File: config.mk
export PLATFORM = sky130hd
export DESIGN_NAME = loop_burst_arb_flat
export DESIGN_NICKNAME = d
export VERILOG_FILES = /design/src/rtl/loop_burst_arb_if.sv /design/src/rtl/loop_burst_arb.sv /design/src/flat_wrapper.sv
export SDC_FILE = /design/constraint.sdc
export NUM_CORES = 1
export LEC_CHECK = 0
export ABC_CLOCK_PERIOD_IN_PS = 4900
export CAP_MARGIN = 5
export CELL_PAD_IN_SITES_DETAIL_PLACEMENT = 1
export CELL_PAD_IN_SITES_GLOBAL_PLACEMENT = 2
export CORE_ASPECT_RATIO = 1.4
export CORE_MARGIN = 1.5
export CORE_UTILIZATION = 23
export CTS_CLUSTER_DIAMETER = 40
export DETAILED_ROUTE_END_ITERATION = 7
export PLACE_DENSITY = 0.89
export SYNTH_ARGS = -nofsm -noshare
export SYNTH_HDL_FRONTEND = slang
export SYNTH_SLANG_ARGS = --single-unit
File: constraint.sdc
create_clock -name clk -period 4.9 [get_ports clk]
set_clock_uncertainty 0.15 [all_clocks]
set_input_delay 0.49 -clock clk [delete_from_list [all_inputs] [get_ports clk]]
set_output_delay 0.49 -clock clk [all_outputs]
set_load 0.05 [all_outputs]
File: src/rtl/loop_burst_arb_if.sv
// Requester-side and sink-side valid/ready handshake bundle for loop_burst_arb.
// slave = arbiter view, master = the requesters/sink (or a testbench) view.
interface loop_burst_arb_if #(
  parameter int REQ_NUM = 7,
  parameter int DW      = 32
);
  logic [REQ_NUM-1:0]    in_valid;
  logic [REQ_NUM-1:0]    in_last;
  logic [REQ_NUM*DW-1:0] in_data;
  logic [REQ_NUM-1:0]    in_ready;
  logic                  out_valid;
  logic                  out_last;
  logic [DW-1:0]         out_data;
  logic                  out_ready;

  modport slave (
    input  in_valid, in_last, in_data, out_ready,
    output in_ready, out_valid, out_last, out_data
  );

  modport master (
    output in_valid, in_last, in_data, out_ready,
    input  in_ready, out_valid, out_last, out_data
  );
endinterface

File: src/rtl/loop_burst_arb.sv
// Burst-level LRU arbiter with internal datapath mux onto one valid/ready channel.
// A grant lasts a whole burst; the released port moves to the bottom of the priority list.
module loop_burst_arb #(
  parameter int REQ_NUM   = 7,
  parameter int DW        = 32,
  parameter int MAX_BEATS = 16,
  localparam int W        = (REQ_NUM > 1) ? $clog2(REQ_NUM) : 1,
  localparam int CW       = (MAX_BEATS > 0) ? $clog2(MAX_BEATS + 1) : 1
) (
  input  logic               clk,
  input  logic               rst_n,
  input  logic               arb_en,
  loop_burst_arb_if.slave    bus,
  output logic [REQ_NUM-1:0] grant,
  output logic [W-1:0]       out_id,
  output logic               busy,
  output logic               forced_release
);

  typedef enum logic {IDLE, BUSY} state_e;

  localparam logic [CW-1:0] CAP_LAST = (MAX_BEATS > 0) ? CW'(MAX_BEATS - 1) : '0;

  state_e             state_q, state_d;
  logic [REQ_NUM-1:0] grant_q, grant_d;
  logic [W-1:0]       id_q, id_d;
  logic [CW-1:0]      cnt_q, cnt_d;
  logic               forced_q, forced_d;
  logic [W-1:0]       prio_q [REQ_NUM];
  logic [W-1:0]       prio_d [REQ_NUM];

  logic               win_found;
  logic [W-1:0]       win_id;
  logic [W-1:0]       pos_g;
  logic               beat, last_hit, cap_hit;

  // Datapath mux keyed only by the registered grant, so in_valid never reaches grant combinationally.
  assign bus.out_valid = (state_q == BUSY) && bus.in_valid[id_q];
  assign bus.out_last  = (state_q == BUSY) && bus.in_last[id_q];
  assign bus.out_data  = (state_q == BUSY) ? bus.in_data[int'(id_q)*DW +: DW] : '0;
  assign bus.in_ready  = grant_q & {REQ_NUM{bus.out_ready}};

  assign beat     = bus.out_valid && bus.out_ready;
  assign last_hit = beat && bus.out_last;
  assign cap_hit  = (MAX_BEATS > 0) && beat && (cnt_q == CAP_LAST);

  assign grant          = grant_q;
  assign out_id         = id_q;
  assign busy           = (state_q == BUSY);
  assign forced_release = forced_q;

  always_comb begin
    // NOTE: every variable gets a default before any branch, so no path leaves one unassigned (no latch).
    state_d   = state_q;
    grant_d   = grant_q;
    id_d      = id_q;
    cnt_d     = cnt_q;
    forced_d  = 1'b0;
    prio_d    = prio_q;
    win_found = 1'b0;
    win_id    = '0;
    pos_g     = '0;

    // Scan lowest priority first so the highest-priority valid port is the last one written.
    for (int p = REQ_NUM - 1; p >= 0; p--) begin
      if (bus.in_valid[prio_q[p]]) begin
        win_found = 1'b1;
        win_id    = prio_q[p];
      end
    end

    for (int p = 0; p < REQ_NUM; p++) begin
      if (prio_q[p] == id_q) pos_g = W'(p);
    end

    unique case (state_q)
      IDLE: begin
        if (arb_en && win_found) begin
          state_d = BUSY;
          grant_d = REQ_NUM'(1) << win_id;
          id_d    = win_id;
        end
      end
      BUSY: begin
        if (last_hit || cap_hit) begin
          state_d  = IDLE;
          grant_d  = '0;
          id_d     = '0;
          cnt_d    = '0;
          forced_d = cap_hit && !last_hit;
          // Released port leaves its slot, entries below move up, it goes to the bottom.
          for (int p = 0; p < REQ_NUM - 1; p++) begin
            if (p >= int'(pos_g)) prio_d[p] = prio_q[p+1];
          end
          prio_d[REQ_NUM-1] = id_q;
        end else if (beat) begin
          cnt_d = cnt_q + CW'(1);
        end
      end
      default: state_d = IDLE;
    endcase
  end

  always_ff @(posedge clk or negedge rst_n) begin
    if (!rst_n) begin
      state_q  <= IDLE;
      grant_q  <= '0;
      id_q     <= '0;
      cnt_q    <= '0;
      forced_q <= 1'b0;
      // NOTE: the priority list is control state that must restart as 0..N-1, so every entry is reset.
      for (int p = 0; p < REQ_NUM; p++) prio_q[p] <= W'(p);
    end else begin
      // NOTE: non-blocking so every register samples pre-edge values whatever the statement order.
      state_q  <= state_d;
      grant_q  <= grant_d;
      id_q     <= id_d;
      cnt_q    <= cnt_d;
      forced_q <= forced_d;
      prio_q   <= prio_d;
    end
  end

endmodule

File: src/flat_wrapper.sv
// flat-port wrapper written by rule: the top's interface ports become plain ports
module loop_burst_arb_flat 
#(
  parameter int REQ_NUM   = 7,
  parameter int DW        = 32,
  parameter int MAX_BEATS = 16,
  localparam int W        = (REQ_NUM > 1) ? $clog2(REQ_NUM) : 1,
  localparam int CW       = (MAX_BEATS > 0) ? $clog2(MAX_BEATS + 1) : 1
)
  (clk, rst_n, arb_en, grant, out_id, busy, forced_release, bus_in_valid, bus_in_last, bus_in_data, bus_out_ready, bus_in_ready, bus_out_valid, bus_out_last, bus_out_data);
  loop_burst_arb_if #(.REQ_NUM(REQ_NUM), .DW(DW)) bus_i ();
  input  logic clk;
  input  logic rst_n;
  input  logic arb_en;
  output logic [REQ_NUM-1:0] grant;
  output logic [W-1:0] out_id;
  output logic busy;
  output logic forced_release;
  input wire logic [$bits(bus_i.in_valid)-1:0] bus_in_valid;
  input wire logic [$bits(bus_i.in_last)-1:0] bus_in_last;
  input wire logic [$bits(bus_i.in_data)-1:0] bus_in_data;
  input wire logic [$bits(bus_i.out_ready)-1:0] bus_out_ready;
  output wire logic [$bits(bus_i.in_ready)-1:0] bus_in_ready;
  output wire logic [$bits(bus_i.out_valid)-1:0] bus_out_valid;
  output wire logic [$bits(bus_i.out_last)-1:0] bus_out_last;
  output wire logic [$bits(bus_i.out_data)-1:0] bus_out_data;
  assign bus_i.in_valid = bus_in_valid;
  assign bus_i.in_last = bus_in_last;
  assign bus_i.in_data = bus_in_data;
  assign bus_i.out_ready = bus_out_ready;
  assign bus_in_ready = bus_i.in_ready;
  assign bus_out_valid = bus_i.out_valid;
  assign bus_out_last = bus_i.out_last;
  assign bus_out_data = bus_i.out_data;
  loop_burst_arb #(.REQ_NUM(REQ_NUM), .DW(DW), .MAX_BEATS(MAX_BEATS)) u_core (.clk(clk), .rst_n(rst_n), .arb_en(arb_en), .bus(bus_i), .grant(grant), .out_id(out_id), .busy(busy), .forced_release(forced_release));
endmodule
# --- After elaboration in Yosys (flattened, before gate mapping) ---
# Index checks and enable logic that the tools add are counted.
op_classes:
  add_sub_neg: 1
  bitwise_logic: 2
  reduce_logical: 19
  shifts: 2
  n_lt_le_gt_ge: 14
  mux: 52
  n_eq_ne: 9
op_table:
  columns: ["cell", "n"]
  rows:
  - ["$shiftx A224 B9 Y32", 1]
  - ["$mux W3", 12]
  - ["$lt A3 B4 Y1 const B", 8]
  - ["$mux W32", 1]
  - ["$bmux W1 S3", 9]
  - ["$mux W1", 21]
  - ["$eq A3 B3 Y1", 6]
  - ["$reduce_and A3 Y1", 6]
  - ["$mux W7", 2]
  - ["$pmux W7 S2", 1]
  - ["$mux W5", 2]
  - ["$and A7 B7 Y7", 1]
  - ["$logic_and A1 B1 Y1", 7]
  - ["$shl A1 B3 Y7 const A", 1]
  - ["$ge A1 B3 Y1 const A", 2]
  - ["$ge A2 B3 Y1 const A", 2]
  - ["$ge A3 B3 Y1 const A", 2]
  - ["$pmux W3 S2", 1]
  - ["$reduce_and A2 Y1", 3]
  - ["$add A5 B1 Y5 const B", 1]
  - ["$eq A5 B4 Y1 const B", 1]
  - ["$mux W2", 2]
  - ["$ne A2 B1 Y1 const B", 1]
  - ["$ne A2 B2 Y1 const B", 1]
  - ["5 further kinds", 5]
totals:
  in_bits: 242
  wordCells: 111
  regBits: 38

# --- Depth between registers and ports, before layout ---
# Gate-level depths: netlist of run 1.
logic_depth:
  depth_word: 12
  mapped_depth: 9
  mapped_depth_nobuf: 8

# --- Least setup slack after synthesis of run 1 ---
# OpenSTA, ideal clock, no wires.
synth_timing:
  kind: "flip-flop to output port"
  start: "reg u_core.id_q[0] (netlist: u_core.out_id[0])"
  end: "out bus_out_data[10]"
  n_path_buf: 3
  required_time_ps: 4260
  t_arrival_ps: 2566
  stages_incl_launch_ff: 6
  slack_ps: 1694
  path_cell_list: "dfrtp_1 > buf_4 > buf_2 > buf_1 > mux4_2 > o211a_1"
synth_via:
  elab_chain_len: 2
synth_lines:
  columns: ["item", "line", "text"]
  rows:
  - ["from (decl)", "loop_burst_arb.sv:26", "logic [W-1:0] id_q, id_d;"]
  - ["from (signal assigned)", "loop_burst_arb.sv:117", "id_q <= id_d;"]
  - ["$shiftx A224 B9 Y32", "loop_burst_arb.sv:40", "assign bus.out_data = (state_q == BUSY) ? bus.in_data[int'(id_q)*DW +: DW] : '0;"]
  - ["$mux W32", "loop_burst_arb.sv:40", null]
  - ["to (decl)", "flat_wrapper.sv:26", "output wire logic [$bits(bus_i.out_data)-1:0] bus_out_data;"]
# No other way between the ends.

# --- Worst setup path after layout of run 1 ---
layout_timing:
  start: "reg u_core.id_q[0] (netlist: u_core.out_id[0])"
  end: "out bus_out_data[4]"
# Same word-level chain as after synthesis.

==> run_results.csv, run 1 <==
group,metric,value,unit
flow_run,max-cap-violations,0,
timing,relSlewSlack,0.401,
global_route,antenna_found_initial,4,
synthesis,synthFlopType,"dfrtp_1",
power,ir_worst_vdd,0.289,mV
synthesis,postSynthCellCount,485,
global_route,met3_usage,0.0463,
drt,route.detailed.vias_per_inst,5.26,
timing,report.final.hold_viol_count,0,
worst_setup_path,critical-path-slowest-cell,"dfrtp_4",
clocking,path_clk_slew,0.06,ns
timing,maxSlewViolCount,0,
clocking,clock_tree_from_tritoncts,"done",
clocking,cts_hold_buffers,0,
global_route,most_used_routing_layer_in_global_routing,"met2",
timing,period_share,0.796,
drt,antenna_left,0,
worst_setup_path,worstPathRequired,4.26,ns
clocking,cts_buffers,5,
floorplanning,start_util,0.236,
worst_setup_path,crit_path_launch_type,"flop",
finish,area_delta_synth_final,65.6,%
worst_setup_path,register_to_register_path_depth,7,
floorplanning,floorplan.rows,62,
synthesis,syn-mean-instance-area,10.1,µm²
outcome,run_status,"completed",
global_route,gr-total-overflow,0,
floorplanning,dieArea,22200,µm²
floorplanning,floorplan.die.height,176,µm
synthesis,synthesis.area,4890,µm²
finish,final_util,0.391,
global_route,grt_max_degree,51,
placed_design,io_buffers,294,
synthesis,synthDistinctLibCells,66,
finish,layout.cells.most_common,"clkdlybuf4s50_1",
placed_design,gp_routability_congestion,0.831,
worst_setup_path,setup.worst_path.class,"flop to primary output",
worst_setup_path,capture_point_of_the_worst_reg_to_reg_path,"u_core.prio_q[20]$_DFFE_PN0P_",
timing,pin_slew_with_the_least_headroom_to_its_limit,0.898,ns
power,p_per_area,576,nW/µm²
finish,seqCellArea,971,µm²
drt,post-route-drc-count,0,
floorplanning,die-width,126,µm
finish,multiInputGateArea,3610,µm²
worst_setup_path,timing.rr.start,"u_core.out_id[0]$_DFFE_PN0P_",
worst_hold_path,min_path_type,"input pin to async pin",
synthesis,synth.yosys.warnings,0,
clocking,cts.repair_timing.setup_buffer_count,0,
finish,mostFrequentLayoutCells,"clkdlybuf4s50_1, nand2_1, mux2i_1, mux4_2, o211ai_1",
timing,layout_min_cycle_time,3.90,ns
drt,detailroute.via_count,5247,
worst_setup_path,crit_buf_inv,2,
timing,rsz0062_at_grt,"false",
clocking,maximum_clock_path_buffer_count,2,
global_route,groute.usage.overall,0.202,
worst_setup_path,cp_slowest_stage_delay,0.99,ns
timing,max_freq,0.256,GHz
power,power_leakage,3.10,nW
clocking,clk-insertion-delay-late,0.29,ns
floorplanning,core_area,20700,µm²
clocking,cts_htree_levels,2,
worst_setup_path,worst_ep_arrival_time,3.26,ns
finish,final_layout_size_suffix_gt1_frac,0.158,
drt,routed_wire_length_per_instance,22.7,µm
synthesis,synth_edf_count,0,
worst_setup_path,ordered_list_of_cells_on_the_worst_path,"buf_4 -> mux4_2 -> o211a_1 -> clkdlybuf4s50_1",
synthesis,synth.top_cells.by_area,"mux4_2, dfrtp_1, mux2i_1",
timing,setup_viol,0,
worst_setup_path,crit_family,"buffers and inverters",
worst_setup_path,ff2ff_setup_slack,1.57,ns
global_route,use_met1,0.236,
timing,setup_total_negative_slack,0,ns
placed_design,dpl-instance-area,7950,µm²
global_route,routing_usage_on_met2,0.366,
synthesis,yosys.area.top_type_share,0.184,
drt,routed_wl,22.6,mm
synthesis,synth_fp_nets,729,
drt,firstDrtPassIters,4,
synthesis,ys_seq_elements,38,
global_route,grt_first_pass_wirelength,34.1,mm
synthesis,yosys.area.top_type,"mux4_2",
worst_setup_path,worst_setup_path_end_kind,"primary output",
drt,dr.first_iter.drc_count,291,
finish,filler_cell_count,2322,
finish,post-route-cell-area,8100,µm²
floorplanning,ioPinCount,295,
worst_setup_path,critical_path_peak_fanout,50,
synthesis,synth_seq_area_share,0.197,
clocking,cts_sinks,38,
finish,final_net_count,984,
global_route,first_global_vias,5802,
clocking,ctsRootBufferMaster,"clkbuf_16",
synthesis,ys_async_sr_fraction,1.00,
clocking,post_cts_resize_count,0,
placed_design,detailedPlacementHpwl,18.2,mm
-- stage by stage --
step | hold slack [ns] | instances | total power [mW] | setup slack (ns)
final | 0.169 | 998 | 4.66 | 0.997
after global routing | 0.239 | 997 | 4.93 | 0.818
after CTS | 0.220 | 997 | 4.71 | 0.907
after detailed placement | 0.361 | 989 | 4.36 | 1.23
after global placement | 0.354 | 989 | 4.32 | 1.26
after floorplan | 0.0444 | 485 | 3.20 | 1.69
-- state kept, by name, indices dropped and copies added (netlist names) --
name / count
u_core.cnt_q: 5
u_core.busy: 1
u_core.out_id: 3
u_core.grant: 7
u_core.forced_release: 1
u_core.prio_q: 21
-- synth_stat cells (3+ instances only) --
cell      instances
buf_4             3
nand2b_1          7
mux2_2           29
a21o_1            3
dfrtp_1          29
nor2b_1           9
inv_1             8
xnor2_1           6
o22ai_1           3
clkbuf_1         29
mux2i_1          47
nor2_1            8
buf_6             6
a22o_1            4
nor3_1            4
o211a_1          32
and2_1           10
o31ai_1           3
nand2_1          58
mux4_2           40
or2_2             3
buf_2             9
a31oi_1           3
dfstp_2           9
nand3_1           4
o211ai_1         37
o21ai_0          18
a21oi_1           5
buf_1             6
xor2_1           12
-- cell families after synthesis --
kind of cell,count (synthesis),share of synthesized area
compound gates,133,0.228
xor+xnor,18,0.0322
fa+ha+maj,2,0.00512
buf+inv,62,0.0647
flops,38,0.197
mux,117,0.353
simple gates,115,0.121
-- area by class of cell --
cell class,instances,share of cell area
clock inverter,1,0.000618
clock buffer,7,0.0176
sequential,38,0.120
antenna,1,0.000309
multi-input combinational,385,0.446
tap,256,0.0396
inverter,8,0.00371
timing repair buffer,302,0.372
-- worst max-delay path by stage --
stage                                       startpoint          endpoint  depth (start not counted)
after floorplan           u_core.out_id[0]$_DFFE_PN0P_  bus_out_data[10]                          5
final                     u_core.out_id[0]$_DFFE_PN0P_   bus_out_data[4]                          4
after global routing      u_core.out_id[0]$_DFFE_PN0P_   bus_out_data[4]                          4
after detailed placement  u_core.out_id[0]$_DFFE_PN0P_   bus_out_data[4]                          4
after global placement    u_core.out_id[0]$_DFFE_PN0P_   bus_out_data[2]                          4
after CTS                 u_core.out_id[0]$_DFFE_PN0P_   bus_out_data[4]                          4
-- report_power, final --
group,leakage (nW),switching [mW],internal (mW),total (mW)
registers,0.471,0.320,0.451,0.771
clock network,0.0739,0.133,0.202,0.335
logic,2.55,2.04,1.52,3.56
-- metal layers --
metal | vias to the layer above | wire length (µm) | part of all wire
li1 | 2394 | - | -
met1 | 2596 | 8660 | 0.38
met2 | 227 | 11800 | 0.52
met3 | 28 | 1650 | 0.073
met4 | 2 | 499 | 0.022
met5 | - | 13 | 0.00057
Power figures use the tool's default switching activity.
==> run 2, diff against run 1 <==
--- a/config.mk
+++ b/config.mk
@@ -5,16 +5,16 @@
 export SDC_FILE = /design/constraint.sdc
 export NUM_CORES = 1
 export LEC_CHECK = 0
-export ABC_CLOCK_PERIOD_IN_PS = 4900
+export ABC_CLOCK_PERIOD_IN_PS = 3700
 export CAP_MARGIN = 5
 export CELL_PAD_IN_SITES_DETAIL_PLACEMENT = 1
 export CELL_PAD_IN_SITES_GLOBAL_PLACEMENT = 2
 export CORE_ASPECT_RATIO = 1.4
 export CORE_MARGIN = 1.5
-export CORE_UTILIZATION = 23
+export CORE_UTILIZATION = 21
 export CTS_CLUSTER_DIAMETER = 40
 export DETAILED_ROUTE_END_ITERATION = 7
-export PLACE_DENSITY = 0.89
+export PLACE_DENSITY = 0.82
 export SYNTH_ARGS = -nofsm -noshare
 export SYNTH_HDL_FRONTEND = slang
 export SYNTH_SLANG_ARGS = --single-unit
==> constraint.sdc (replaced) <==
create_clock -name clk -period 3.7 [get_ports clk]
set_clock_uncertainty 0.15 [all_clocks]
set_input_delay 0.37 -clock clk [delete_from_list [all_inputs] [get_ports clk]]
set_output_delay 0.37 -clock clk [all_outputs]
set_load 0.05 [all_outputs]
==> run 2 against run 1 <==
Net effect: register-to-register slack got worse by 0.82 ns; worst setup slack got worse by 0.58 ns; clock power rose by 30%; critical path type is now input pin to primary output; clock-buffer cell count did not move; critical endpoint is now bus_out_valid; via count fell by 2.5%; worst hold slack got worse by 0.13 ns; critical path depth rose by 1; global-route usage fell by 1.9 points; die area rose by 9.3%; design area rose by 3.7%.
==> run_results.csv, run 2 (synthesized netlist as in run 1, its figures left out) <==
group,metric,value,unit
finish,filler_cell_count,2540,
timing,setup_slack,0.420,ns
clocking,cts_sinks,38,
timing,relSlewSlack,0.420,
finish,final_net_count,986,
power,p_per_area,801,nW/µm²
finish,layout.cells.most_common,"clkdlybuf4s50_1",
worst_setup_path,worst_setup_path_end_kind,"primary output",
floorplanning,ioPinCount,295,
power,power,6.73,mW
clocking,cts_buffers,5,
global_route,gr-total-overflow,0,
floorplanning,floorplan.rows,65,
timing,setup_viol,0,
floorplanning,floorplan.die.height,184,µm
global_route,groute.usage.overall,0.183,
clocking,clock_tree_from_tritoncts,"done",
finish,final_util,0.370,
clocking,cts_htree_levels,2,
worst_setup_path,setup.worst_path.class,"input pin to primary output",
finish,top_register,"u_core.prio_q",
global_route,grt_max_degree,46,
power,power_leakage,3.25,nW
clocking,post_cts_resize_count,0,
placed_design,dpl-instance-area,8240,µm²
finish,area_delta_synth_final,71.6,%
clocking,cts.repair_timing.setup_buffer_count,0,
drt,antenna_left,0,
timing,report.final.hold_viol_count,0,
finish,fin_cells,1047,
timing,finalHoldWorstSlack,0.0407,ns
floorplanning,core_area,22700,µm²
clocking,path_clk_slew,0.05,ns
clocking,clk-insertion-delay-late,0.29,ns
floorplanning,start_util,0.215,
timing,period_share,0.887,
floorplanning,die-width,132,µm
drt,detailroute.via_count,5117,
drt,routed_wl,22.4,mm
power,ir_worst_vdd,0.279,mV
drt,post-route-drc-count,0,
finish,post-route-cell-area,8390,µm²
worst_setup_path,worstPathRequired,3.18,ns
placed_design,io_buffers,294,
worst_setup_path,crit_path_launch_type,"input pin",
drt,route.detailed.vias_per_inst,4.89,
finish,final_layout_size_suffix_gt1_frac,0.205,
global_route,grt_first_pass_wirelength,33.8,mm
drt,dr.first_iter.drc_count,117,
outcome,run_status,"completed",
placed_design,detailedPlacementHpwl,18.6,mm
floorplanning,dieArea,24200,µm²
global_route,antenna_found_initial,2,
placed_design,post-place-cells,1036,
timing,rsz0062_at_grt,"false",
global_route,first_global_vias,5711,
timing,layout_min_cycle_time,3.28,ns
clocking,cts_hold_buffers,0,
finish,largest_reg_flops,21,
drt,routed_wire_length_per_instance,21.4,µm
drt,firstDrtPassIters,4,
flow_run,max-cap-violations,0,
worst_setup_path,critical_path_peak_fanout,11,
timing,setup_total_negative_slack,0,ns
timing,maxSlewViolCount,0,
clocking,maximum_clock_path_buffer_count,2,
placed_design,pre_cts_ws,0.402,ns
worst_hold_path,min_path_type,"input pin to async pin",
worst_setup_path,worst_ep_arrival_time,2.76,ns
timing,max_freq,0.305,GHz
clocking,ctsRootBufferMaster,"clkbuf_16",
timing,pin_slew_with_the_least_headroom_to_its_limit,0.870,ns
finish,mostFrequentLayoutCells,"clkdlybuf4s50_1, nand2_1, mux2i_1, mux4_2, o211ai_1",
placed_design,gp_routability_congestion,0.866,
run 2: power breakdown:
| group | switching (mW) | internal (mW) |
|---|---|---|
| Clock | 0.168 | 0.267 |
| Sequential | 0.416 | 0.599 |
| Combinational | 2.85 | 2.42 |
run 2: critical path: stages:
cell and delay (ns):
clkdlybuf4s50_1 0.61, mux2_2 0.36, mux4_2 0.50, and2_1 0.19
clkdlybuf4s50_1 0.72
run 2: per-layer routing:
metal	part of all wire	up-vias	global-route usage	wire length (µm)
li1	-	2395	-	-
met1	0.37	2493	0.197	8380
met2	0.53	202	0.343	11800
met3	0.071	27	0.0502	1590
met4	0.028	0	0.0631	618
met5	0	-	0	0
run 2: final timing paths:
check	from	to	slack (ns)	cells past startpoint
max reg2reg	u_core.prio_q[12]$_DFFE_PN0P_	u_core.grant[5]$_DFFE_PN0P_	0.75	7
min	rst_n	u_core.prio_q[16]$_DFFE_PN0P_	0.04	1
max	bus_in_valid[1]	bus_out_valid	0.42	5
min reg2reg	u_core.cnt_q[2]$_DFFE_PN0P_	u_core.cnt_q[2]$_DFFE_PN0P_	0.36	1
max in group asynchronous	rst_n	u_core.out_id[0]$_DFFE_PN0P_	2.70	1
min in group clk	u_core.cnt_q[2]$_DFFE_PN0P_	u_core.cnt_q[2]$_DFFE_PN0P_	0.36	1
run 2: area by class of cell:
| class | count | area (µm²) | area share |
|---|---|---|---|
| antenna | 3 | 7.51 | 0.000894 |
| clock buffer | 7 | 143 | 0.0170 |
| clock inverter | 1 | 5.00 | 0.000596 |
| inverter | 8 | 30.0 | 0.00358 |
| multi-input combinational | 385 | 3610 | 0.431 |
| sequential | 38 | 972 | 0.116 |
| tap | 301 | 377 | 0.0449 |
| timing repair buffer | 304 | 3250 | 0.387 |
==> run 3, diff against run 2 <==
--- a/config.mk
+++ b/config.mk
@@ -12,7 +12,7 @@
 export CORE_ASPECT_RATIO = 1.4
 export CORE_MARGIN = 1.5
 export CORE_UTILIZATION = 21
-export CTS_CLUSTER_DIAMETER = 40
+export CTS_CLUSTER_DIAMETER = 60
 export DETAILED_ROUTE_END_ITERATION = 7
 export PLACE_DENSITY = 0.82
 export SYNTH_ARGS = -nofsm -noshare
==> results of run 3 <==
Final layout, timing and power as in run 2 (identical DEF).
